==> src/rtl/bus_slave_sel.sv <==
// Registered bus slave selector: decodes the top address bits to a one-hot chip-select and holds it until the slave is ready.
// Optional hung-slave timeout is built in when BUS_SEL_TIMEOUT_EN is defined.
module bus_slave_sel #(
  parameter int NUM_SLAVES = 8,
  parameter int ADDR_W     = 32,
  parameter int IDX_W      = 3,
  parameter int TIMEOUT    = 256
) (
  input  logic                  clk,
  input  logic                  reset,
  input  logic                  m_req,
  input  logic [ADDR_W-1:0]     m_addr,
  output logic                  m_ack,
  output logic                  m_err,
  output logic                  busy,
  output logic [NUM_SLAVES-1:0] s_cs,
  input  logic [NUM_SLAVES-1:0] s_rdy,
  output logic [IDX_W-1:0]      s_idx
);

  typedef enum logic [1:0] {IDLE, ACCESS, ERR} state_t;

  localparam logic [IDX_W:0] NS_EXT = (IDX_W+1)'(NUM_SLAVES);

  state_t                  state, state_nxt;
  logic [NUM_SLAVES-1:0]   cs_nxt;
  logic [IDX_W-1:0]        idx_in, idx_nxt;
  logic [IDX_W:0]          idx_ext;
  logic                    mapped;
  logic                    rdy_sel;
  logic                    expired;
  logic                    unused_addr;

  assign idx_in      = m_addr[ADDR_W-1 -: IDX_W];
  assign idx_ext     = {1'b0, idx_in};
  assign mapped      = idx_ext < NS_EXT;
  assign unused_addr = ^m_addr[ADDR_W-IDX_W-1:0];
  // s_cs is one-hot at s_idx during ACCESS, so masking picks exactly s_rdy[s_idx]
  assign rdy_sel     = |(s_rdy & s_cs);
  assign busy        = (state != IDLE);

`ifdef BUS_SEL_TIMEOUT_EN
  localparam int              CNT_W    = $clog2(TIMEOUT);
  localparam logic [CNT_W-1:0] CNT_LAST = CNT_W'(TIMEOUT - 1);

  logic [CNT_W-1:0] cnt, cnt_nxt;

  assign expired = (state == ACCESS) && (cnt == CNT_LAST) && !rdy_sel;

  always_comb begin
    cnt_nxt = cnt;
    if (state == IDLE)
      cnt_nxt = '0;
    else if (state == ACCESS && !rdy_sel)
      cnt_nxt = cnt + 1'b1;
  end

  always_ff @(posedge clk or posedge reset) begin
    if (reset) cnt <= '0;
    else       cnt <= cnt_nxt;
  end
`else
  localparam int unused_timeout = TIMEOUT;
  assign expired = 1'b0;
`endif

  always_ff @(posedge clk or posedge reset) begin
    if (reset) begin
      state <= IDLE;
      s_cs  <= '0;
      s_idx <= '0;
    end else begin
      state <= state_nxt;
      s_cs  <= cs_nxt;
      s_idx <= idx_nxt;
    end
  end

  always_comb begin
    state_nxt = state;
    cs_nxt    = '0;
    idx_nxt   = s_idx;
    m_ack     = 1'b0;
    m_err     = 1'b0;
    case (state)
      IDLE: begin
        if (m_req) begin
          idx_nxt = idx_in;
          if (mapped) begin
            state_nxt = ACCESS;
            for (int i = 0; i < NUM_SLAVES; i++)
              cs_nxt[i] = (idx_ext == (IDX_W+1)'(i));
          end else begin
            state_nxt = ERR;
          end
        end
      end
      ACCESS: begin
        if (rdy_sel) begin
          m_ack     = 1'b1;
          state_nxt = IDLE;
        end else if (expired) begin
          m_ack     = 1'b1;
          m_err     = 1'b1;
          state_nxt = IDLE;
        end else begin
          cs_nxt = s_cs;
        end
      end
      ERR: begin
        m_ack     = 1'b1;
        m_err     = 1'b1;
        state_nxt = IDLE;
      end
      default: state_nxt = IDLE;
    endcase
  end

endmodule

==> config.mk <==
export PLATFORM = sky130hd
export DESIGN_NAME = bus_slave_sel
export DESIGN_NICKNAME = d
export VERILOG_FILES = /design/src/rtl/bus_slave_sel.sv
export SDC_FILE = /design/constraint.sdc
export NUM_CORES = 1
export LEC_CHECK = 0
export ABC_AREA = 1
export CAP_MARGIN = 25
export CORE_MARGIN = 10
export CORE_UTILIZATION = 33
export CTS_BUF_LIST = sky130_fd_sc_hd__clkbuf_4 sky130_fd_sc_hd__clkbuf_8 sky130_fd_sc_hd__clkbuf_16
export DETAILED_ROUTE_END_ITERATION = 16
export PLACE_DENSITY = 0.84
export SYNTH_ARGS = -nofsm -noshare
export SYNTH_HDL_FRONTEND = slang
export SYNTH_SLANG_ARGS = --single-unit
==> constraint.sdc <==
create_clock -name clk -period 2.3 [get_ports clk]
set_input_delay 0.46 -clock clk [delete_from_list [all_inputs] [get_ports clk]]
set_output_delay 0.46 -clock clk [all_outputs]
set_load 0.02 [all_outputs]
==> impl_results.md <==
- Final setup fails: 0
- Die area: 4150 sq um
- Critical path endpoint category: output port
- Initial antenna violation count: 0
- CTS tree: yes
- First-pass GRT wire length: 2600 um
- Pre-CTS setup slack: -0.0722 ns
- Met1 Wirelength: 659 um
- Post-route clock skew: 0.00775 ns
- # rows: 16
- RSZ-0062 raised after global routing: false
- Worst EP arrival: 1.62 ns
- Fraction of layout cells with a size suffix above 1: 0.143
- I/O Pins: 57
- CP Class: primary input to output port
- DR vias/cell: 4.45
- CP Launch Type: primary input
- DP Wirelength: 1300 um
- Die height: 64.4 um
- Routed via count: 588
- Yosys warns: 0
- Max layer used: met4
- Post_cts resized: 1
- Clk buf depth: 2
- Minimum clock period: 2.08 ns
- # fillers: 199
- WL per Instance: 11.7 um
- Max Slew Vio Count: 0
- CP Launch Point: s_rdy[6]
- Remaining antenna violation count after routing: 0
- Root Driver: clkbuf_4
- Number of remaining DRC errors: 0
- PwrDens: 927 nW/um^2
- Synthesized cell area: 651 sq um
- Aggregate global routing overflow: 0
- Initial drt markers: 28
- ANT cells: 0
- Synthesized area per cell: 8.67 sq um
- Worst Setup Slack, final: 0.220 ns
- Netlist cell types: 16
- Port Buf Inserts: 26
- Metal2 WL: 722 um
- Largest net degree at the start of global routing: 13
- Tot GR Track Use: 0.0767
- Synth Net Count: 118
- Net count, final: 149
- Final worst-path cycle share: 0.904
- Max-Cap Viols: 0
- Hold Fails Final Rpt: 0
- H-tree depth: 1
- FMAX: 0.481 GHz
- Routed WL: 1540 um
- GPL Wtd Cong: 0.868
- Synth Instances: 75
- Non-filler cells, final: 132
- Worst min path class: primary input to asynchronous set/reset pin
- Hold buffer count at cts: 0
- Worst VDD drop: 0.546 mV
- Clock Latency Late Sink: 0.28 ns
- Core box area: 1920 sq um
- Initial core utilization: 0.339
- Die W: 64.4 um
- Worst Path Max Fanout: 2
- Leak pwr: 0.478 nW
- First-pass iteration count of the detailed router: 4
- R2r startpoint: state[0]
- FF+latch count, synth: 12
- Met3 Wirelength: 134 um
- Area Growth Syn to Fin: 50.0%
- Clock transition at the registers of the reported paths: 0.08 ns
- Status: finished clean
- Final core utilization: 0.508
- Clk sinks: 12
- Inst Count DP: 128
- Vias in the first global route: 584
- WP data required: 1.84 ns
- CTS Buf Count: 3
- Post-CTS setup buffers: 0
- Seq/Total Area, Yosys: 0.462
report_power, final:
part	internal, mW	switching, mW
registers	0.264	0.0611
logic	0.188	0.225
clock network	0.0964	0.0712
placed cells by master (no fill, tap or decap):
cell type / netlist / routed
nand2_1: 30 / 30
clkdlybuf4s50_1: 0 / 25
dfrtp_1: 12 / 12
nand4_1: 8 / 8
inv_1: 5 / 5
nand2_2: 3 / 3
nor2_1: 3 / 3
o21ai_1: 3 / 3
clkbuf_4: 0 / 3
nor2_8: 2 / 2
nor2_4: 2 / 2
buf_4: 1 / 2
clkinv_4: 1 / 1
nand2_8: 1 / 1
a21oi_1: 1 / 1
nand3_1: 1 / 1
conb_1: 1 / 1
clkbuf_8: 0 / 1
dlygate4sd2_1: 0 / 1
kinds of logic after synthesis:
kind of cell           synth area share
other                           0.00576
flip-flops                        0.462
buffers and inverters            0.0712
AO/OA/AOI/OAI                    0.0308
AND/OR/NAND/NOR                   0.431
critical path: stages:
cell and delay (ns):
clkdlybuf4s50_1 0.46, nand2_1 0.05, nand2_1 0.16, nor2_8 0.04, a21oi_1 0.10, dlygate4sd2_1 0.35
worst paths after layout:
check | to | slack [ns] | cells after the start
max in group asynchronous | s_cs[4] | 1.52 | 2
worst max register to register | s_cs[4] | 1.20 | 5
worst max-delay path | m_ack | 0.22 | 6
min in group clk | s_idx[1] | 0.51 | 2
worst min register to register | s_idx[1] | 0.51 | 2
worst min-delay path | s_idx[1] | 0.47 | 2
stage by stage:
| step | cell area [sq um] | total power, mW | TNS [ns] | hold WS, ns |
|---|---|---|---|---|
| floorplan | 651 | 0.573 | 0 | 0.325 |
| global placement | 941 | 0.741 | -0.0882 | 0.480 |
| detailed placement | 941 | 0.754 | -0.0722 | 0.493 |
| CTS | 976 | 0.918 | 0 | 0.500 |
| global route | 976 | 0.966 | 0 | 0.525 |
| finish | 976 | 0.905 | 0 | 0.471 |
area by class of cell:
cell class              count  area [sq um]  area share
multi-input cells          55           304       0.312
well taps                  27          33.8      0.0346
clock buffers               4          36.3      0.0372
flip-flops and latches     12           300       0.308
repair buffers             28           274       0.281
inverters                   6          27.5      0.0282
cell usage after synthesis (all sizes together):
library cell | number | area, sq um
a21oi | 1 | 5.00
clkinv | 1 | 8.76
nand2 | 34 | 151
dfrtp | 12 | 300
conb | 1 | 3.75
nand4 | 8 | 50.1
inv | 5 | 18.8
buf | 2 | 18.8
nand3 | 1 | 5.00
nor2 | 7 | 73.8
o21ai | 3 | 15.0
registers in the layout, summed over array words and instances (netlist names):
| signal | flops |
|---|---|
| s_cs | 8 |
| s_idx | 3 |
| state | 1 |
routing by layer:
layer | GRT usage | up-vias
met4 | 0.0321 | 0
met2 | 0.118 | 25
met1 | 0.0909 | 262
met5 | 0 | -
met3 | 0.0331 | 3
li1 | - | 298
(Power assumes the default switching activity.)
